## src/rtl/dispatch_order_select_if.sv

```systemverilog
// Decode-queue heads, issue-queue write ports and their ready/valid handshakes
// between the dispatch selector (slave) and its neighbours (master).
interface dispatch_order_select_if #(
  parameter int UOP_W = 160,
  parameter int NDEST = 4
);
  logic [1:0]                  lane_valid_i;
  logic [1:0][UOP_W-1:0]       lane_uop_i;
  logic [1:0][NDEST-1:0]       lane_dest_i;
  logic [1:0]                  lane_ready_o;
  logic                        rob_empty_i;
  logic [NDEST-1:0]            iq_ready_i;
  logic [NDEST-1:0]            iq_valid_o;
  logic [NDEST-1:0][UOP_W-1:0] iq_uop_o;

  modport slave (
    input  lane_valid_i, lane_uop_i, lane_dest_i, rob_empty_i, iq_ready_i,
    output lane_ready_o, iq_valid_o, iq_uop_o
  );

  modport master (
    output lane_valid_i, lane_uop_i, lane_dest_i, rob_empty_i, iq_ready_i,
    input  lane_ready_o, iq_valid_o, iq_uop_o
  );
endinterface

```

## src/rtl/dispatch_order_select.sv

```systemverilog
// In-order dual-issue selector: pops up to two oldest micro-ops from the two
// alternating decode lanes and registers them onto one-hot issue-queue ports.
module dispatch_order_select #(
  parameter int UOP_W = 160,
  parameter int NDEST = 4
) (
  input  logic                  clk_i,
  input  logic                  arst_i,
  input  logic                  flush_i,
  dispatch_order_select_if.slave dif,
  output logic [31:0]           stall_cnt_o
);

  localparam int          SYS_BIT = 3;
  localparam logic [31:0] CNT_MAX = 32'hFFFF_FFFF;

  function automatic logic is_onehot(input logic [NDEST-1:0] v);
    return (v != '0) && ((v & (v - NDEST'(1))) == '0);
  endfunction

  logic                        rptr_q, rptr_d;
  logic [NDEST-1:0]            iq_valid_q, iq_valid_d;
  logic [NDEST-1:0][UOP_W-1:0] iq_uop_q, iq_uop_d;
  logic [31:0]                 stall_cnt_q, stall_cnt_d;

  logic             slot0_valid, slot1_valid;
  logic [NDEST-1:0] dest0, dest1;
  logic [UOP_W-1:0] uop0, uop1;
  logic             fire0, fire1, d0, d1;
  logic [1:0]       lane_ready;

  // Slot0 is always the older op; the lane holding it is named by rptr.
  always_comb begin
    slot0_valid = dif.lane_valid_i[rptr_q];
    slot1_valid = dif.lane_valid_i[~rptr_q];
    dest0       = dif.lane_dest_i[rptr_q];
    dest1       = dif.lane_dest_i[~rptr_q];
    uop0        = dif.lane_uop_i[rptr_q];
    uop1        = dif.lane_uop_i[~rptr_q];
  end

  // An illegal (zero or multi-hot) destination simply never becomes ready.
  always_comb begin
    fire0 = slot0_valid
         && is_onehot(dest0)
         && ((dest0 & dif.iq_ready_i) != '0)
         && (!dest0[SYS_BIT] || dif.rob_empty_i);
    d0    = fire0 && !flush_i && !arst_i;

    fire1 = slot1_valid
         && is_onehot(dest1)
         && ((dest1 & dif.iq_ready_i) != '0)
         && (dest1 != dest0)
         && !dest0[SYS_BIT]
         && !dest1[SYS_BIT];
    d1    = d0 && fire1;
  end

  always_comb begin
    // NOTE: every always_comb output gets a default first so no path can infer a latch.
    lane_ready          = '0;
    lane_ready[rptr_q]  = d0;
    lane_ready[~rptr_q] = d1;
  end

  assign dif.lane_ready_o = lane_ready;

  always_comb begin
    rptr_d = flush_i ? 1'b0 : (rptr_q ^ (d0 ^ d1));

    iq_valid_d = '0;
    iq_uop_d   = iq_uop_q;
    for (int k = 0; k < NDEST; k++) begin
      if (d0 && dest0[k]) begin
        iq_valid_d[k] = 1'b1;
        iq_uop_d[k]   = uop0;
      end else if (d1 && dest1[k]) begin
        iq_valid_d[k] = 1'b1;
        iq_uop_d[k]   = uop1;
      end
    end

    stall_cnt_d = stall_cnt_q;
    if (slot0_valid && !d0 && !flush_i && (stall_cnt_q != CNT_MAX)) begin
      stall_cnt_d = stall_cnt_q + 32'd1;
    end
  end

  // NOTE: the wide payload registers are reset too, because downstream sees a defined all-zero state out of reset.
  always_ff @(posedge clk_i or posedge arst_i) begin
    if (arst_i) begin
      rptr_q      <= 1'b0;
      iq_valid_q  <= '0;
      iq_uop_q    <= '0;
      stall_cnt_q <= '0;
    end else begin
      // NOTE: sequential state uses non-blocking assignments so all flops update from the same pre-edge values.
      rptr_q      <= rptr_d;
      iq_valid_q  <= iq_valid_d;
      iq_uop_q    <= iq_uop_d;
      stall_cnt_q <= stall_cnt_d;
    end
  end

  assign dif.iq_valid_o = iq_valid_q;
  assign dif.iq_uop_o   = iq_uop_q;
  assign stall_cnt_o    = stall_cnt_q;

`ifndef SYNTHESIS
  a_lane0_dest_onehot : assert property (@(posedge clk_i) disable iff (arst_i)
    dif.lane_valid_i[0] |-> is_onehot(dif.lane_dest_i[0]));
  a_lane1_dest_onehot : assert property (@(posedge clk_i) disable iff (arst_i)
    dif.lane_valid_i[1] |-> is_onehot(dif.lane_dest_i[1]));
`endif

endmodule

```

## src/flat_wrapper.sv

```systemverilog
// flat-port wrapper written by rule: the top's interface ports become plain ports
module dispatch_order_select_flat 
#(
  parameter int UOP_W = 160,
  parameter int NDEST = 4
)
  (clk_i, arst_i, flush_i, stall_cnt_o, dif_lane_valid_i, dif_lane_uop_i, dif_lane_dest_i, dif_rob_empty_i, dif_iq_ready_i, dif_lane_ready_o, dif_iq_valid_o, dif_iq_uop_o);
  dispatch_order_select_if #(.UOP_W(UOP_W), .NDEST(NDEST)) dif_i ();
  input  logic clk_i;
  input  logic arst_i;
  input  logic flush_i;
  output logic [31:0] stall_cnt_o;
  input wire logic [$bits(dif_i.lane_valid_i)-1:0] dif_lane_valid_i;
  input wire logic [$bits(dif_i.lane_uop_i)-1:0] dif_lane_uop_i;
  input wire logic [$bits(dif_i.lane_dest_i)-1:0] dif_lane_dest_i;
  input wire logic [$bits(dif_i.rob_empty_i)-1:0] dif_rob_empty_i;
  input wire logic [$bits(dif_i.iq_ready_i)-1:0] dif_iq_ready_i;
  output wire logic [$bits(dif_i.lane_ready_o)-1:0] dif_lane_ready_o;
  output wire logic [$bits(dif_i.iq_valid_o)-1:0] dif_iq_valid_o;
  output wire logic [$bits(dif_i.iq_uop_o)-1:0] dif_iq_uop_o;
  assign dif_i.lane_valid_i = dif_lane_valid_i;
  assign dif_i.lane_uop_i = dif_lane_uop_i;
  assign dif_i.lane_dest_i = dif_lane_dest_i;
  assign dif_i.rob_empty_i = dif_rob_empty_i;
  assign dif_i.iq_ready_i = dif_iq_ready_i;
  assign dif_lane_ready_o = dif_i.lane_ready_o;
  assign dif_iq_valid_o = dif_i.iq_valid_o;
  assign dif_iq_uop_o = dif_i.iq_uop_o;
  dispatch_order_select #(.UOP_W(UOP_W), .NDEST(NDEST)) u_core (.clk_i(clk_i), .arst_i(arst_i), .flush_i(flush_i), .dif(dif_i), .stall_cnt_o(stall_cnt_o));
endmodule
```

## config.mk

```make
export PLATFORM = sky130hd
export DESIGN_NAME = dispatch_order_select_flat
export DESIGN_NICKNAME = d
export VERILOG_FILES = /design/src/rtl/dispatch_order_select_if.sv /design/src/rtl/dispatch_order_select.sv /design/src/flat_wrapper.sv
export SDC_FILE = /design/constraint.sdc
export NUM_CORES = 2
export LEC_CHECK = 0
export CAP_MARGIN = 20
export CORE_AREA = 2 2 397 399
export CTS_CLUSTER_DIAMETER = 150
export CTS_CLUSTER_SIZE = 25
export DETAILED_ROUTE_END_ITERATION = 16
export DIE_AREA = 0 0 399 401
export MAX_ROUTING_LAYER = met4
export PLACE_DENSITY = 0.41
export REMOVE_ABC_BUFFERS = 1
export SYNTH_ARGS = -nofsm -noshare
export SYNTH_HDL_FRONTEND = slang
export SYNTH_SLANG_ARGS = --single-unit
```

## constraint.sdc

```tcl
create_clock -name clk_i -period 30.4 [get_ports clk_i]
set_input_delay 3.04 -clock clk_i [delete_from_list [all_inputs] [get_ports clk_i]]
set_output_delay 3.04 -clock clk_i [all_outputs]
set_load 0.02 [all_outputs]
```

[Word level (Yosys, flattened, before mapping)]
Index checks and enable logic that the tools add are counted.
Widths: inputs -> output; s select.
Word-level totals
  register bits after elaboration: 677
  bits in latches: 0
  memory bits (writable): 0
  ROM bits: 0
  input port bits: 338
  output and inout port bits: 678
  word-level logic and storage cells: 100
  memories kept: 0
Cells by class
  add/sub/neg operators: 3
  multipliers: 0
  divide/modulo/power cells: 0
  order comparisons: 4
  eq/ne operators: 2
  shift-type cells: 0
  mux-type cells: 34
  bitwise logic cells: 8
  reduce and logical (&&, ||, !) cells: 42
Operator list (number)
  $mux 160: 12
  $add 32x1->32 const B: 1
  $ne 32x32->1 const B: 1
  $logic_and 1x1->1: 26
  $and 4x4->4: 4
  $mux 4: 4
  $reduce_bool 4->1: 4
  $mux 1: 15
  $logic_not 4->1: 2
  $reduce_bool 2->1: 4
  $sub 4x1->4 const B: 2
  $logic_not 1->1: 5
  $lt 1x2->1 const B: 2
  $ne 4x4->1: 1
  $and 2x2->2: 1
  $bwmux 2: 1
  $demux 1 s1: 2
  $ge 1x1->1 const B: 2
  $xor 1x1->1: 2
  $logic_or 1x1->1: 1
  $not 1->1: 1

[Logic depth before layout (Yosys ltp)]
  word-level depth: 16
  mapped depth: 11
  mapped depth without buffers: 7

[Least setup slack after synthesis]
Ideal clock, no wire load.
  path kind: input port to output port
  start: in arst_i
  end: out dif_lane_ready_o[0]
  arrival time: 20464 ps
  required time: 27360 ps
  setup slack: 6896 ps
  cell stages on the path: 8
  buffers on the path: 3
  cell sequence: inv_1 nand4_1 a21oi_4 a21boi_1 buf_2 clkbuf_1 clkbuf_1 a21oi_1
Between the ends
  longest elaborated chain between the ends: 4
  elaborated cells on any way between the ends: 5
  classes of those cells: 1 x mux; 1 x bitwise; 3 x reduce/logical
Ends and longest elaborated chain
  start: declaration: line flat_wrapper.sv:10  | input logic arst_i;
  $logic_not 1->1 (*): line dispatch_order_select.sv:48  | d0 = fire0 && !flush_i && !arst_i;
  $logic_and 1x1->1 (*): line dispatch_order_select.sv:48
  $and 2x2->2 (no source line) or $logic_and 1x1->1 (tied branches)
  $bwmux 2 (*): line dispatch_order_select.sv:63  | lane_ready[~rptr_q] = d1;
  end: declaration: line flat_wrapper.sv:18  | output wire logic [$bits(dif_i.lane_ready_o)-1:0] dif_lane_ready_o;
Every way passes the cells marked *; elsewhere a longest branch is shown, timed or not.

[Final worst setup path]
  start: in dif_lane_dest_i[4]
  end: out dif_lane_ready_o[0]
Between the ends
  longest elaborated chain between the ends: 13
  elaborated cells on any way between the ends: 32
  classes of those cells: 2 x add/sub; 1 x eq/ne; 5 x mux; 5 x bitwise; 19 x reduce/logical
Ends and longest elaborated chain
  start: declaration: line flat_wrapper.sv:15  | input wire logic [$bits(dif_i.lane_dest_i)-1:0] dif_lane_dest_i;
  $mux 4 (on tied branches) (2 in a row): line dispatch_order_select.sv:36, dispatch_order_select.sv:37
  $sub 4x1->4: line dispatch_order_select.sv:18  | return (v != '0) && ((v & (v - NDEST'(1))) == '0);
  $and 4x4->4: line dispatch_order_select.sv:18
  $logic_not 4->1: line dispatch_order_select.sv:18
  $logic_and 1x1->1: line dispatch_order_select.sv:18
  $logic_and 1x1->1 (on tied branches): line dispatch_order_select.sv:45, dispatch_order_select.sv:51
  $logic_and 1x1->1 (on tied branches): line dispatch_order_select.sv:46, dispatch_order_select.sv:52
  $logic_and 1x1->1 (on tied branches): line dispatch_order_select.sv:47, dispatch_order_select.sv:53
  $logic_and 1x1->1 (on tied branches): line dispatch_order_select.sv:48, dispatch_order_select.sv:54
  $logic_and 1x1->1 (on tied branches): line dispatch_order_select.sv:48, dispatch_order_select.sv:55
  $and 2x2->2 (no source line) or $logic_and 1x1->1 (tied branches)
  $bwmux 2 (*): line dispatch_order_select.sv:63
Every way passes the cells marked *; elsewhere a longest branch is shown, timed or not. The select of a mux whose other input is x is not followed.

==> flow_summary.toml <==
[status]
status = "finished, final reports clean"

[floorplanning]
die_w_um = 399
start_util_pct = 22.58
core_mm2 = 0.1557
row_count = 145
io_pins = 1016
dieArea_mm2 = 0.1600
die_h_um = 401

[place]
gp_congestion = 0.8721
io_buffers = 1015
dpl.hpwl_um = 121600
placed_cells = 6412

[critical_path]
critPathLaunchType = "primary input"
crit_path_max_fanout = 42
worst_path_max_delay_cell = "clkdlybuf4s50_1"
critical_path_class = "primary input to output port"
arrival_ns = 6.40
cp_cell_sequence = "clkdlybuf4s50_1 -> mux2_4 -> or4_4 -> a21oi_4 -> a21boi_4 -> buf_4 -> a21oi_1 -> clkdlybuf4s50_1"
end_kind = "output port"
critical-path-max-stage-delay_ns = 0.74
required_ns = 27.36
crit_top_cell = "clkdlybuf4s50_1"

[sta]
finalSetupViolCount = 0
relSlewSlack_pct = 19.28
period_share_pct = 31.06
timing.fmax_ghz = 0.1059
grt_setup_unrepaired = "no"
finClkSkew_ns = 0.02999
period_minus_slack_ns = 9.443
hold_viol = 0
tns_ns = 0
slew_violations = 0
holdWs_ns = 0.4896
tightest_slew_ns = 1.211

[cts]
clk_latency_ns = 0.63
ctsLongestPathBuffers = 3
cts_tree = "built"
clk_pin_slew_worst_paths_ns = 0.09
clockRootBuffer = "clkbuf_16"
hold_buffers = 0
htreeDepth = 2
cts_resized = 0
postCtsSetupBuffers = 0
cts_num_sinks = 677
cts_buffers = 34

[synthesis]
synth-seq-cells = 677
async_reset_ff_share_pct = 100.0
netlist_area_mm2 = 0.03514
synth_seq_area_share_pct = 48.21
postSynthAreaPerCell_um2 = 9.711
synth_edf_count = 0
synthFlopType = "dfrtp_1"
ys_types = 54
syn_inst = 3619
synth_warnings = 0

[final_layout]
fin_util_pct = 30.93
drive_gt1_share_pct = 6.662
syn2layout_area_growth_pct = 37.02
final_nets = 4729
fin_cells = 6498
fill_cells = 16380

[drt]
wl_per_cell_um = 28.63
firstDrtPassIters = 9
vias = 33860
post-route-drc-count = 0
wl_um = 186100
drtAntennaViolNets = 0
drt_first_iter_violations = 2967
routed_via_density = 5.210

[global_routing]
use_met1_pct = 28.71
antenna_found_initial = 44
grt_pass1_wl_um = 261800
grt_max_degree = 143
grt-busiest-layer = "met2"
gr-total-overflow = 0
met3_usage_pct = 4.681
use_met2_pct = 36.80
grt_pass1_vias = 32850
grtUsageTotal_pct = 22.82

[power_and_ir_drop]
fin_total_pwr_w = 0.002616
p_leak_nw = 19.29
pwr-share-seq_pct = 43.5
power_frac_comb_pct = 34.4
p_int_w = 0.001682
power_density_mw_per_mm2 = 54.33
switchingPower_w = 0.0009341
p_clk_share_pct = 22.1
ir_worst_vdd_uv = 31.79
switching_share_pct = 35.71

[min_path]
hold_path.class = "flop to flop"

[job]
max-cap-violations = 0
## worst max-delay path: cells and delay by family
family,cells,cell delay (ns)
AND/OR/NAND/NOR,1,0.50
multiplexers,1,0.44
buffers and inverters,3,1.72
AO/OA/AOI/OAI,3,0.68
## final timing paths
check,from,endpoint,slack (ns),depth (start not counted)
max,dif_lane_dest_i[4],dif_lane_ready_o[0],20.96,8
min in group asynchronous,arst_i,u_core.stall_cnt_o[9],3.01,2
min reg2reg,u_core.dif.iq_uop_o[627],u_core.dif.iq_uop_o[627],0.49,2
max reg2reg,u_core.rptr_q,u_core.dif.iq_uop_o[467],24.34,10
min,u_core.dif.iq_uop_o[627],u_core.dif.iq_uop_o[627],0.49,2
max in group asynchronous,arst_i,u_core.dif.iq_valid_o[1],23.61,6
## cell usage in the layout, fill, tap and decap left out, types with 4 or more instances in the layout
master / count
clkdlybuf4s50_1: 1015
dfrtp_1: 676
nand2_1: 572
o21ai_0: 323
o22ai_1: 320
inv_1: 249
mux2i_1: 245
a222oi_1: 239
nor2_1: 173
o32a_1: 159
mux2_2: 82
o221a_2: 79
buf_4: 64
diode_2: 42
clkbuf_16: 37
xnor2_1: 26
nand4_1: 15
nand3_1: 14
and3_1: 11
nor3_1: 9
xor2_1: 7
nor2_4: 5
and2_1: 5
nor3b_1: 4
or3_1: 4
a41oi_1: 4
## per-stage QoR
| step | setup slack [ns] | cell area [µm²] |
|---|---|---|
| floorplan | -0.06354 | 33640 |
| global placement | 20.98 | 47040 |
| detailed placement | 20.99 | 47040 |
| CTS | 20.98 | 48050 |
| global route | 20.86 | 48140 |
| finish | 20.96 | 48150 |
## cells in the mapped netlist, types with 26 or more instances
library cell,count,area [µm²]
dfrtp_1,677,16940
nand2_1,574,2155
o21ai_0,323,1617
o22ai_1,320,2002
clkbuf_1,266,998.5
inv_1,250,938.4
mux2i_1,245,2452
a222oi_1,239,2392
nor2_1,178,668.1
o32a_1,159,1592
mux2_2,82,923.4
o221a_2,79,889.6
buf_2,54,270.3
xnor2_1,26,227.7
## power groups by stage
stage / clock network, W / logic (W) / registers (W)
after floorplan: 0 / 0.000233 / 0.00131
after global placement: 0 / 0.000904 / 0.00115
after detailed placement: 0 / 0.000905 / 0.00115
after CTS: 0.000605 / 0.000908 / 0.00114
after global routing: 0.000633 / 0.000948 / 0.00115
final: 0.000578 / 0.000899 / 0.00114
## per-layer routing
metal | share of wire, % | up-vias
li1 | - | 15120
met1 | 42 | 17300
met2 | 48 | 1267
met3 | 7.1 | 171
met4 | 3.0 | 0
met5 | 0 | -
## final cells by class
class	instances	area, µm²	share of cell area (%)
diodes	42	105.1	0.2183
flip-flops and latches	677	16950	35.19
clock inverters	4	50.05	0.1039
clock buffers	40	957.2	1.988
repair buffers	1081	10680	22.18
well taps	2058	2575	5.348
multi-input cells	2345	15890	32.99
inverters	251	952.2	1.977
## registers in the layout, indices dropped and copies added (netlist names)
signal and cells:
u_core.dif.iq_uop_o 640, u_core.rptr_q 1, u_core.stall_cnt_o 32, u_core.dif.iq_valid_o 4
## kinds of logic (layout without fill, tap and decap cells)
family                     after synthesis  after routing  synth area share, %
adders and majority gates                1              1              0.03560
buffers and inverters                  597           1376                6.943
other                                    0             42                    0
muxes                                  328            328                9.649
xor gates and xnor gates                33             33               0.8225
AOI/OAI and AO/OA                     1146           1146                24.79
and+or+nand+nor                        837            837                9.549
DFF                                    677            677                48.21
No activity file was read; power rests on OpenSTA's default activity.
